$ cat src/rtl/dot8.sv
// dot8: pipelined signed dot product of LANES element pairs with a registered
// adder tree. The first/last framing sideband travels in lockstep with the data.
//
// Ports:
//   clk     - single clock, all state updates on the rising edge
//   rst     - synchronous active-high reset, clears every pipeline register
//   vec     - packed signed vector elements, lane i at [i*IWIDTH +: IWIDTH]
//   mat     - packed signed matrix-row elements, same lane packing
//   ivalid  - vec/mat/ifirst/ilast valid this cycle
//   ifirst  - first beat of a row (qualified by ivalid)
//   ilast   - last beat of a row (qualified by ivalid)
//   result  - signed sum over lanes of vec[i]*mat[i], holds while ovalid=0
//   ovalid  - result/ofirst/olast valid
//   ofirst  - delayed, valid-qualified ifirst
//   olast   - delayed, valid-qualified ilast
module dot8 #(
  parameter int unsigned LANES  = 8,
  parameter int unsigned IWIDTH = 8,
  parameter int unsigned OWIDTH = 19
) (
  input  logic                       clk,
  input  logic                       rst,
  input  logic [LANES*IWIDTH-1:0]    vec,
  input  logic [LANES*IWIDTH-1:0]    mat,
  input  logic                       ivalid,
  input  logic                       ifirst,
  input  logic                       ilast,
  output logic signed [OWIDTH-1:0]   result,
  output logic                       ovalid,
  output logic                       ofirst,
  output logic                       olast
);

  localparam int unsigned LG = $clog2(LANES);
  localparam int unsigned PW = 2 * IWIDTH;
  localparam int unsigned NS = LG + 2;

  logic [LANES*IWIDTH-1:0] vec_q;
  logic [LANES*IWIDTH-1:0] mat_q;
  logic [NS-1:0]           vld_q;
  logic [NS-1:0]           fst_q;
  logic [NS-1:0]           lst_q;

  // Stage 0 operand capture plus the valid/first/last shift register.
  // Bit k of vld_q is the incoming valid for the data stage k+1.
  always_ff @(posedge clk) begin
    if (rst) begin
      vec_q <= '0;
      mat_q <= '0;
      vld_q <= '0;
      fst_q <= '0;
      lst_q <= '0;
    end else begin
      vld_q <= {vld_q[NS-2:0], ivalid};
      fst_q <= {fst_q[NS-2:0], ifirst & ivalid};
      lst_q <= {lst_q[NS-2:0], ilast & ivalid};
      if (ivalid) begin
        vec_q <= vec;
        mat_q <= mat;
      end
    end
  end

  // Level 0 holds the products; level l holds LANES>>l partial sums that are
  // one bit wider than level l-1, so nothing can overflow on the way up.
  for (genvar l = 0; l <= LG; l++) begin : g_lvl
    localparam int unsigned W = PW + l;
    localparam int unsigned N = LANES >> l;

    logic signed [W-1:0] s [N];

    if (l == 0) begin : g_mul
      always_ff @(posedge clk) begin
        if (rst) begin
          for (int j = 0; j < N; j++) s[j] <= '0;
        end else if (vld_q[0]) begin
          for (int j = 0; j < N; j++) begin
            s[j] <= W'($signed(vec_q[j*IWIDTH +: IWIDTH])) *
                    W'($signed(mat_q[j*IWIDTH +: IWIDTH]));
          end
        end
      end
    end else begin : g_add
      always_ff @(posedge clk) begin
        if (rst) begin
          for (int j = 0; j < N; j++) s[j] <= '0;
        end else if (vld_q[l]) begin
          for (int j = 0; j < N; j++) begin
            s[j] <= W'(g_lvl[l-1].s[2*j]) + W'(g_lvl[l-1].s[2*j+1]);
          end
        end
      end
    end
  end

  // The tree root is already a register; widening to OWIDTH is pure sign extension.
  assign result = OWIDTH'(g_lvl[LG].s[0]);
  assign ovalid = vld_q[NS-1];
  assign ofirst = fst_q[NS-1];
  assign olast  = lst_q[NS-1];

endmodule
$ cat config.mk
export PLATFORM = sky130hd
export DESIGN_NAME = dot8
export DESIGN_NICKNAME = d
export VERILOG_FILES = /design/src/rtl/dot8.sv
export SDC_FILE = /design/constraint.sdc
export NUM_CORES = 2
export LEC_CHECK = 0
export CORE_MARGIN = 10
export CORE_UTILIZATION = 40
export DETAILED_ROUTE_END_ITERATION = 10
export PLACE_DENSITY = 0.55
export SYNTH_ARGS = -nofsm -noshare
export SYNTH_HDL_FRONTEND = slang
export SYNTH_SLANG_ARGS = --single-unit
$ cat constraint.sdc
create_clock -name clk -period 5.2 [get_ports clk]
set_input_delay 1.04 -clock clk [delete_from_list [all_inputs] [get_ports clk]]
set_output_delay 1.04 -clock clk [all_outputs]
set_load 0.02 [all_outputs]
# After elaboration in Yosys (flattened, before gate mapping)
# Memories as Yosys holds them, arrays and structs flattened.
# Cells that the tools add are included.
dict set report op_classes {
  add_sub_neg 7
  mul 8
  n_mux 30
  bitwise_logic 16
  n_reduce_logical 1
}
# cell count
set ops {}
lappend ops {{$mul 8x8->16} 8}
lappend ops {{$mux 16} 8}
lappend ops {{$add 16x16->17} 4}
lappend ops {{$mux 17} 4}
lappend ops {{$add 17x17->18} 2}
lappend ops {{$mux 18} 2}
lappend ops {{$add 18x18->19} 1}
lappend ops {{$mux 19} 1}
lappend ops {{$reduce_or 19->1} 1}
lappend ops {{$mux 1} 15}
lappend ops {{$or 1x1->1} 14}
lappend ops {{$and 1x1->1} 2}
dict set report totals {
  ff_bits 143
  ramBits 251
  in_bits 133
  out_inout_bits 22
  wordCells 71
  n_memories 4
}
# memory depth word_bits read_ports rd_ports_with_merged_regs wr line_no
set memory_table {}
lappend memory_table {{g_lvl[0].s} 8 16 8 0 8 70} ;# logic signed [W-1:0] s [N];
lappend memory_table {{g_lvl[1].s} 4 17 4 0 4 70}
lappend memory_table {{g_lvl[2].s} 2 18 2 0 2 70}
lappend memory_table {{g_lvl[3].s} 1 19 1 0 1 70}

# Longest topological paths before layout
dict set report depth {
  depth_word 5
  depth_mapped 18
}

# Worst setup path after synthesis
# No wires, ideal clock.
dict set report synth_path {
  path_kind {reg-to-reg}
  start {reg vec_q[55]}
  end {mem g_lvl[0].s[1][47] in the netlist's numbering (data pin)}
  arrival_time_ns 4.075
  slack_ns 0.859
  stages_incl_launch_ff 19
  synth_period_minus_slack_ns 4.341
  path_cell_list {dfxtp_1 clkbuf_1 and2_1 fa_1 inv_1 fa_1 inv_1 fa_1 inv_1 fa_1 inv_1 ha_1 o21a_1 a21oi_1 o21ai_0 a41o_1 o41ai_2 xnor2_1 nor2_1}
}
# item line_no
set synth_rtl {}
lappend synth_rtl {{from (decl)} 38} ;# logic [LANES*IWIDTH-1:0] vec_q;
lappend synth_rtl {{from (signal assigned)} 58} ;# vec_q <= vec;
lappend synth_rtl {{to (decl)} 70}

==> results.yml <==
finish:
  layout-drive-gt1-share_pct: 3.24
  multiInputGateArea_um2: 25000
  fillers: 9156
  ff_latch_area_um2: 10400
  nNetsFinal: 4934
  antenna_cells: 0
  area_delta_synth_final_pct: 12.4
  final_common_cell: "inv_1"
  layout.cells.most_common_list: "inv_1, fa_1, nor2_1, and2_1, ha_1"
yosys:
  yosysUniqueCellTypes: 68
  synth.ff_latch_count: 394
  synth_sequential_area_ratio_pct: 27.2
  netlist_instances: 3878
  synthesis.area_um2: 38200
  ys_async_sr_fraction_pct: 0
  yosys_most_used_dff: "edfxtp_1"
  post_synth_edffs: 251
  syn-mean-instance-area_um2: 9.86
  yosys_warnings: 0
  syn_nets: 4806
routing:
  drt-pass1-iter-count: 5
  routedWlPerCell_um: 14.9
  dr_total_vias: 25266
  drc: 0
  detail-route-antenna-nets: 0
  drt-initial-drc-count: 1156
  routed_wl_mm: 79.3
  route.detailed.vias_per_inst: 4.76
global_route:
  grt.overflow.total: 0
  wire_length_of_the_first_global_routing_pass_mm: 135
  first_global_vias: 26544
  largest_net_degree_at_the_start_of_global_routing: 110
  gr-usage-all-layers_pct: 15.0
  initial_antenna_violation_count: 1
outcome:
  outcome: "finished, final reports clean"
worst_setup_path:
  crit_required_ps: 5540
  crit_path_cell_chain: "nand2_1, fa_1, fa_1, inv_1, fa_1, inv_1, fa_1, inv_1, ha_1, and3_1, a211oi_1, a21oi_1, xnor2_1, nor2_1"
  timing.critical_path.max_delay_family: "adder cells"
  critical-path-top-cell-by-count: "fa_1"
  path_class: "reg2reg"
  largest_stage_delay_on_the_critical_path_ps: 660
  cp_slowest_cell: "fa_1"
  critPathCaptureType: "register"
  start_kind: "register"
  crit_buf_inv: 3
  worstPathArrival_ps: 4980
  crit_path_max_fanout: 9
clock_tree:
  post_cts.resized_instances: 0
  number_of_buffers_added_by_the_clock_tree_synthesis_step: 50
  post_cts_hold_buffer_count: 0
  insertion_delay_ps: 620
  cts_buffer_depth: 3
  reg_clk_slew_reported_paths_ps: 60
  cts_htree_levels: 2
  cts_setup_buffers: 0
  cts.sink_count: 394
  cts-root-buf: "clkbuf_16"
  tritoncts: "built"
place:
  port_buffers: 154
  place.gp.congestion: 0.806
  hpwl_mm: 62.7
die:
  floorplan.core_area_um2: 94900
  core.rowCount: 113
  design.die.area_um2: 108000
  die_h_um: 329
  io_pins: 155
  effective_utilization_at_floorplan_pct: 40.3
  fp.dieW_um: 329
job:
  drv_cap: 0
power:
  p_per_area_nw_per_um2: 227
  ir_worst_vdd_mv: 0.209
  leakage_nw: 19.9
  power_mw: 9.75
timing:
  total_negative_slack_for_setup_checks_ps: 0
  final.hold.worst_slack_ps: 434
  finalCritPeriodShare_pct: 89.2
  worst_case_headroom_to_the_max_slew_limit_pct: 32.9
  final_period_minus_worst_setup_slack_ps: 4640
  max_fclk_mhz: 216
  worst-slew-pin-transition_ps: 1010
  final_max_slew_viol_count: 0
  count_of_final_hold_check_violations: 0
  setup-violations-final: 0
  final.setup_skew_ps: 11.0
  rsz0062_at_grt: "false"
hold_path:
  hold_path.class: "reg2reg"
-- worst register-to-register path, delay by kind of cell (launching register included) --
kind | cells | cell delay (ps)
xor+xnor | 1 | 230
fa+ha+maj | 5 | 2470
flops | 1 | 530
compound gates | 2 | 510
simple gates | 3 | 500
buf+inv | 3 | 140
-- layout make-up --
type,count,area share (%)
multi-input combinational,2733,58.2
sequential,394,24.2
inverter,662,5.78
timing repair buffer,165,3.87
tap,1265,3.68
clock buffer,67,3.56
clock inverter,27,0.698
-- power by group --
part	total, mW	leakage [nW]	internal [mW]	switching, mW
Combinational	2.20	15.1	0.996	1.20
Clock	3.80	0.900	2.33	1.47
Sequential	3.75	3.82	3.54	0.212
Total	9.75	19.9	6.87	2.89
-- state kept, by name (all words and copies together), names as in the netlist --
| register | flops |
|---|---|
| fst_q | 5 |
| vld_q | 5 |
| g_lvl.s | 251 |
| lst_q | 5 |
| vec_q | 64 |
| mat_q | 64 |
-- through the flow --
stage	util [%]	worst slack, ps	area (µm²)	cells
6_report	45.3	560	43000	5313
5_1_grt	45.3	161	43000	5313
4_1_cts	45.3	505	43000	5313
3_5_place_dp	43.4	522	41200	5219
3_3_place_gp	43.4	521	41200	5219
2_1_floorplan	-	859	38200	3878
-- layer usage --
metal / vias up / global-route usage, % / routed length [µm]
li1: 12719 / - / -
met1: 12257 / 20.2 / 37900
met2: 223 / 25.2 / 37600
met3: 67 / 2.04 / 2330
met4: 0 / 3.64 / 1480
met5: - / 0 / 0
-- cells by family after synthesis --
logic type / count (synthesis) / synth area share (%)
flops: 394 / 27.2
simple gates: 1211 / 16.0
buf+inv: 751 / 7.37
fa+ha+maj: 795 / 34.8
mux: 137 / 3.61
compound gates: 405 / 6.84
xor+xnor: 185 / 4.24
-- final timing paths --
kind	slack (ps)	cells after the start	startpoint	end
worst max-delay path	560	14	mat_q[2]$_SDFFE_PP0P_	g_lvl[0].s[0][15]$_SDFFCE_PN0P_
worst min-delay path	430	1	lst_q[1]$_SDFF_PP0_	lst_q[2]$_SDFF_PP0_
worst max register to register	560	14	mat_q[2]$_SDFFE_PP0P_	g_lvl[0].s[0][15]$_SDFFCE_PN0P_
worst min register to register	430	1	lst_q[1]$_SDFF_PP0_	lst_q[2]$_SDFF_PP0_
-- cells in the mapped netlist, drive strengths merged, types with 46 or more instances --
library cell / instances / share of area (%)
dfxtp: 143 / 7.5
a21oi: 112 / 1.5
nor2b: 99 / 1.6
nand2: 190 / 1.9
ha: 348 / 11
xor2: 76 / 1.7
nor2: 372 / 3.7
inv: 662 / 6.5
o21ai: 87 / 1.1
edfxtp: 251 / 20
and2: 361 / 5.9
nor3: 55 / 0.72
xnor2: 109 / 2.5
nand2b: 46 / 0.75
clkbuf: 67 / 0.66
fa: 447 / 23
mux2i: 130 / 3.4
(Power assumes the default switching activity.)
